## src/rtl/gravador_jogadas.sv

```systemverilog
// gravador_jogadas: records a sequence of one-hot button presses into a
// 16x4 RAM. Recording starts on iniciar. It ends after limite+1 moves
// (pronto), on a timeout in ESPERA (erro_timeout), or on a multi-button
// press (erro_botao). The stored sequence is readable through a registered
// read port, so a later round can replay it instead of using the ROM.
//
// Ports:
//   clock             system clock, rising edge
//   reset             asynchronous, active-low
//   iniciar           start pulse; clears the move count and (re)starts recording
//   limite[3:0]       last move index, sampled with iniciar
//   botoes[3:0]       button levels, already synchronised
//   endereco_leitura  read address
//   dado_leitura      RAM[endereco_leitura], 1-cycle latency
//   gravando          high in ESPERA / REGISTRA / SOLTA
//   pronto            high in FIM
//   erro_timeout      high in ERRO when the cause was a timeout
//   erro_botao        high in ERRO when the cause was a non-one-hot press
//   num_jogadas[4:0]  number of moves written (0..16)
//   db_estado[3:0]    state encoding for debug
module gravador_jogadas #(
  parameter int unsigned TIMEOUT = 4000,
  parameter int unsigned DEPTH   = 16
) (
  input  logic       clock,
  input  logic       reset,
  input  logic       iniciar,
  input  logic [3:0] limite,
  input  logic [3:0] botoes,
  input  logic [3:0] endereco_leitura,
  output logic [3:0] dado_leitura,
  output logic       gravando,
  output logic       pronto,
  output logic       erro_timeout,
  output logic       erro_botao,
  output logic [4:0] num_jogadas,
  output logic [3:0] db_estado
);

  localparam int unsigned CW = (TIMEOUT > 1) ? $clog2(TIMEOUT) : 1;

  typedef enum logic [3:0] {
    INICIAL  = 4'h0,
    ESPERA   = 4'h1,
    REGISTRA = 4'h2,
    SOLTA    = 4'h3,
    FIM      = 4'h4,
    ERRO     = 4'hE
  } estado_t;

  estado_t       estado, proxEstado;

  logic [3:0]    botoesAnt;
  logic [3:0]    botoesCapt;
  logic [3:0]    limiteReg;
  logic [4:0]    numJogadas;
  logic [CW-1:0] contador;
  logic          causaTimeout;
  logic          causaBotao;
  logic [3:0]    dadoLeitura;
  logic [3:0]    mem [DEPTH];

  logic pressao, umAtivo, fimTimeout, ultimaJogada;
  logic reiniciar, capturar, escrever, contar, setTimeout, setBotao;

  // A press is a rising transition from "no buttons" to "some buttons";
  // holding or changing buttons without release never counts again.
  assign pressao      = (botoesAnt == '0) && (botoes != '0);
  assign umAtivo      = $onehot(botoes);
  assign fimTimeout   = (contador == CW'(TIMEOUT - 1));
  assign ultimaJogada = (numJogadas == ({1'b0, limiteReg} + 5'd1));

  // State register
  always_ff @(posedge clock or negedge reset) begin
    if (!reset) estado <= INICIAL;
    else        estado <= proxEstado;
  end

  // Next state and datapath control. iniciar overrides every state, which
  // also suppresses the write of a move still sitting in REGISTRA.
  always_comb begin
    proxEstado = estado;
    reiniciar  = 1'b0;
    capturar   = 1'b0;
    escrever   = 1'b0;
    contar     = 1'b0;
    setTimeout = 1'b0;
    setBotao   = 1'b0;
    if (iniciar) begin
      proxEstado = ESPERA;
      reiniciar  = 1'b1;
    end else begin
      case (estado)
        ESPERA: begin
          // A press in the expiry cycle takes priority over the timeout.
          if (pressao) begin
            if (umAtivo) begin
              proxEstado = REGISTRA;
              capturar   = 1'b1;
            end else begin
              proxEstado = ERRO;
              setBotao   = 1'b1;
            end
          end else if (fimTimeout) begin
            proxEstado = ERRO;
            setTimeout = 1'b1;
          end else begin
            contar = 1'b1;
          end
        end
        REGISTRA: begin
          escrever   = 1'b1;
          proxEstado = SOLTA;
        end
        SOLTA: begin
          if (botoes == '0) begin
            if (ultimaJogada) proxEstado = FIM;
            else              proxEstado = ESPERA;
          end
        end
        default: ;
      endcase
    end
  end

  // Datapath registers
  always_ff @(posedge clock or negedge reset) begin
    if (!reset) begin
      botoesAnt    <= '0;
      botoesCapt   <= '0;
      limiteReg    <= '0;
      numJogadas   <= '0;
      contador     <= '0;
      causaTimeout <= 1'b0;
      causaBotao   <= 1'b0;
    end else begin
      botoesAnt <= botoes;
      if (reiniciar) begin
        limiteReg    <= limite;
        numJogadas   <= '0;
        contador     <= '0;
        causaTimeout <= 1'b0;
        causaBotao   <= 1'b0;
      end else begin
        if (capturar)   botoesCapt   <= botoes;
        if (contar)     contador     <= contador + CW'(1);
        if (escrever) begin
          numJogadas <= numJogadas + 5'd1;
          contador   <= '0;
        end
        if (setTimeout) causaTimeout <= 1'b1;
        if (setBotao)   causaBotao   <= 1'b1;
      end
    end
  end

  // Move RAM: contents survive reset.
  always_ff @(posedge clock) begin
    if (escrever) mem[numJogadas[3:0]] <= botoesCapt;
  end

  // Registered read; a same-cycle write to the same address returns old data.
  always_ff @(posedge clock or negedge reset) begin
    if (!reset) dadoLeitura <= '0;
    else        dadoLeitura <= mem[endereco_leitura];
  end

  // Outputs
  always_comb begin
    gravando     = (estado == ESPERA) || (estado == REGISTRA) || (estado == SOLTA);
    pronto       = (estado == FIM);
    erro_timeout = (estado == ERRO) && causaTimeout;
    erro_botao   = (estado == ERRO) && causaBotao;
    num_jogadas  = numJogadas;
    db_estado    = estado;
    dado_leitura = dadoLeitura;
  end

endmodule

```

## config.mk

```make
export PLATFORM = sky130hd
export DESIGN_NAME = gravador_jogadas
export DESIGN_NICKNAME = d
export VERILOG_FILES = /design/src/rtl/gravador_jogadas.sv
export SDC_FILE = /design/constraint.sdc
export NUM_CORES = 1
export LEC_CHECK = 0
export BUFFER_PORTS_ARGS = -buffer_cell sky130_fd_sc_hd__buf_2
export CAP_MARGIN = 40
export CORE_MARGIN = 2
export CORE_UTILIZATION = 51
export CTS_BUF_LIST = sky130_fd_sc_hd__clkbuf_2
export CTS_CLUSTER_SIZE = 20
export DETAILED_ROUTE_END_ITERATION = 12
export HOLD_SLACK_MARGIN = 0.1
export PLACE_DENSITY_LB_ADDON = 0.08
export REMOVE_ABC_BUFFERS = 1
export SYNTH_ARGS = -nofsm -noshare
export SYNTH_HDL_FRONTEND = slang
export SYNTH_SLANG_ARGS = --single-unit
```

## constraint.sdc

```tcl
create_clock -name clock -period 4.5 [get_ports clock]
set_input_delay 0.225 -clock clock [delete_from_list [all_inputs] [get_ports clock]]
set_output_delay 0.225 -clock clock [all_outputs]
set_load 0.02 [all_outputs]
```

==> results.yml <==
timing:
  period_minus_slack_ns: 2.59
  timing.clock.skew_ns: 0.0410
  finalSetupViolCount: 0
  timing.max_slew.rel_slack_pct: 44.2
  setup_repair_after_global_routing_missed_its_margin: "no"
  finalSetupTns_ns: 0
  worst_slew_pin_slew_ns: 0.830
  final-max-slew-violation-count: 0
  timing.final.hold_violations: 0
  fmax_ghz: 0.386
  post-route-period-util_pct: 57.5
synthesis:
  average_instance_area_after_synthesis_um2: 14.8
  yosys.cell_types.count: 40
  synth_enable_flop_cells: 64
  postSynth.asyncResetShare_pct: 37.9
  post_synthesis_instance_area_mm2: 0.00449
  seq_area_frac_synth_pct: 64.6
  yosys_synthesis_warning_count: 0
  synth_ff_type: "edfxtp_1"
  syn_inst: 304
  ys_seq_elements: 103
setup_path:
  max_incr_delay_on_cp_ns: 0.75
  timing.critical_path.cells: "inv_1 > nor4_2 > nand2b_1 > nor3b_1 > and2_1"
  path_max_fanout: 9
  setup.worst_path.start_class: "flop"
  ff2ff_path_depth: 5
  worstSetupEndpointType: "flop"
  worst_ep_arrival_time_ns: 2.84
  timing.setup.critical_path_class: "reg2reg"
  required_ns: 4.75
  critPathSlowestCell: "nor4_2"
floorplan:
  fp.dieH_um: 97.8
  row_count: 34
  initial_utilization_pct: 52.0
  die_extent_in_x_um: 97.8
  num_io_pins: 32
  floorplan.core_area_mm2: 0.00864
  die_area_mm2: 0.00957
clock_tree:
  cts.sinks: 103
  tritoncts: "built"
  clock_root_buffer: "clkbuf_2"
  hold_buffers: 15
  cts_resized: 0
  clk_pin_slew_worst_paths_ns: 0.25
  numCtsBuffers: 9
  clock_tree.buffer_depth: 2
  htreeDepth: 3
  post_cts_setup_repair_buffer_count: 0
  clock_latency_ns: 0.55
global_route:
  initial_antenna_violation_count: 0
  wire_length_of_the_first_global_routing_pass_um: 13500
  grt_pass1_vias: 2560
  largest_net_degree_at_the_start_of_global_routing: 36
  grtUsageTotal_pct: 18.6
  overflow: 0
layout:
  final_design_area_no_fill_mm2: 0.00505
  layout_cells_sized_above_1_pct: 22.1
  num-fill-cells: 679
  finish.utilization_pct: 58.5
  multi_input_area_mm2: 0.00151
  final-seq-area_mm2: 0.00290
  antenna-diode-count: 0
  layout.cells.non_filler: 465
  net_total_in_the_final_layout: 377
  area_delta_synth_final_pct: 12.5
pwr:
  p_leak_nw: 1.90
  p_seq_share_pct: 60.0
  power_frac_comb_pct: 15.4
  worst_ir_drop_vdd_mv: 0.281
  total_power_mw: 1.95
  switching_share_pct: 28.1
  clock_power_share_pct: 24.6
  net_switching_power_figure_mw: 0.549
  power_report.internal_total_mw: 1.40
  cellPowerDensity_mw_per_mm2: 387
route:
  detailedRoute.firstIterationViolations: 103
  antenna_nets_post_route: 0
  wl_um: 8050
  post_drt_via_cell_ratio: 5.46
  detail_route.drc_violations: 0
  via_count: 2538
  routedWlPerCell_um: 17.3
  detail_route.first_pass.iterations: 4
placed_design:
  placedInstanceArea_mm2: 0.00476
  dpl.cell_count: 434
  post-dp-hpwl_um: 5550
  globalplace.congestion: 0.795
  buffer_ports.inserted: 31
run_status:
  run_status: "completed"
hold_path:
  hold_path_class: "in2async"
job:
  drv_cap: 0
[kinds of logic (layout without fill, tap and decap cells)]
family	Yosys count	in the layout	share of synthesized area, %
adders and majority gates	10	10	2.96
DFF	103	103	64.6
xor gates and xnor gates	18	18	3.51
muxes	26	26	11.5
and+or+nand+nor	104	104	12.4
AOI/OAI and AO/OA	21	21	3.18
buffers and inverters	22	75	1.90
[layout by cell type, fill, tap and decap left out, types with 2 or more instances in the layout]
cell,netlist,final
edfxtp_1,64,64
dfrtp_1,39,39
buf_2,2,31
nor2_1,26,26
mux4_2,20,20
and2_1,18,18
nand2_1,17,17
dlygate4sd3_1,0,15
xnor2_1,14,14
inv_1,11,11
clkbuf_2,0,11
ha_1,9,9
nor3_1,8,8
o21ai_0,8,8
nor4_1,7,7
nand3_1,6,6
a21oi_1,5,5
nand4_1,4,4
mux2_2,4,4
xor2_1,4,4
nor3b_1,3,3
or2_2,3,3
nand2b_1,2,2
or4_1,2,2
o211ai_1,2,2
or3_1,2,2
mux2i_1,2,2
bufinv_16,0,2
[state kept, by name, indices dropped and copies added, names as in the netlist, 4 cells and up]
name,count
botoesAnt,4
botoesCapt,4
contador,12
dado_leitura,4
db_estado,4
limiteReg,4
mem,64
num_jogadas,5
[per-layer routing]
layer	wire length [µm]	track usage (%)	up-vias	share of wire, %
met1	3710	25.8	1240	46
met4	180	7.91	0	2.2
met5	0	0	-	0
li1	-	-	1221	-
met3	263	3.22	17	3.3
met2	3900	29.5	60	48
[power by group through the flow]
stage	sequential (mW)	combinational, mW	clock [mW]
final	1.17	0.300	0.481
after detailed placement	1.19	0.293	0
after CTS	1.17	0.304	0.495
after floorplan	1.18	0.180	0
after global routing	1.18	0.336	0.536
after global placement	1.19	0.289	0
[cell usage after synthesis (2+ instances only)]
library cell  count  area, µm²
mux2_2            4       45.0
clkbuf_1          7       26.3
nand3_1           6       30.0
nor3_1            8       40.0
mux4_2           20        450
a21oi_1           5       25.0
dfrtp_1          39        976
ha_1              9        113
nand2_1          17       63.8
o21ai_0           8       40.0
buf_1             2       7.51
nand4_1           4       25.0
xnor2_1          14        123
mux2i_1           2       20.0
or4_1             2       15.0
o211ai_1          2       15.0
buf_2             2       10.0
edfxtp_1         64       1920
and2_1           18        113
nor2_1           26       97.6
xor2_1            4       35.0
nand2b_1          2       12.5
or3_1             2       12.5
or2_2             3       18.8
inv_1            11       41.3
nor3b_1           3       22.5
nor4_1            7       43.8
[final cells by class]
class | count | share of cell area (%)
multi-input cells | 179 | 29.8
inverters | 11 | 0.818
clock buffers | 11 | 1.09
well taps | 108 | 2.68
flip-flops and latches | 103 | 57.4
clock inverters | 5 | 1.61
repair buffers | 48 | 6.59
[worst paths after layout]
check | startpoint | end | slack (ns)
max | db_estado[1] | mem[10][2] | 1.91
min | reset | num_jogadas[2] | 0.15
max reg2reg | db_estado[1] | mem[10][2] | 1.91
min reg2reg | causaTimeout | causaTimeout | 0.53
max in group asynchronous | reset | dado_leitura[3] | 3.75
min in group clock | botoes[3] | botoesAnt[3] | 0.34
[worst max-delay path: cells and delay by family, from the launching register on]
family	cells	cell delay [ns]
simple gates	4	1.70
flops	1	0.49
buf+inv	1	0.13
[through the flow]
step                setup slack [ns]  hold WS, ns
floorplan                       1.93      -0.0706
global placement                1.92        0.351
detailed placement              1.88       0.0699
CTS                             1.83        0.113
global route                    1.60        0.111
finish                          1.91        0.146
Note: power is estimated with default switching activity, not from simulation.
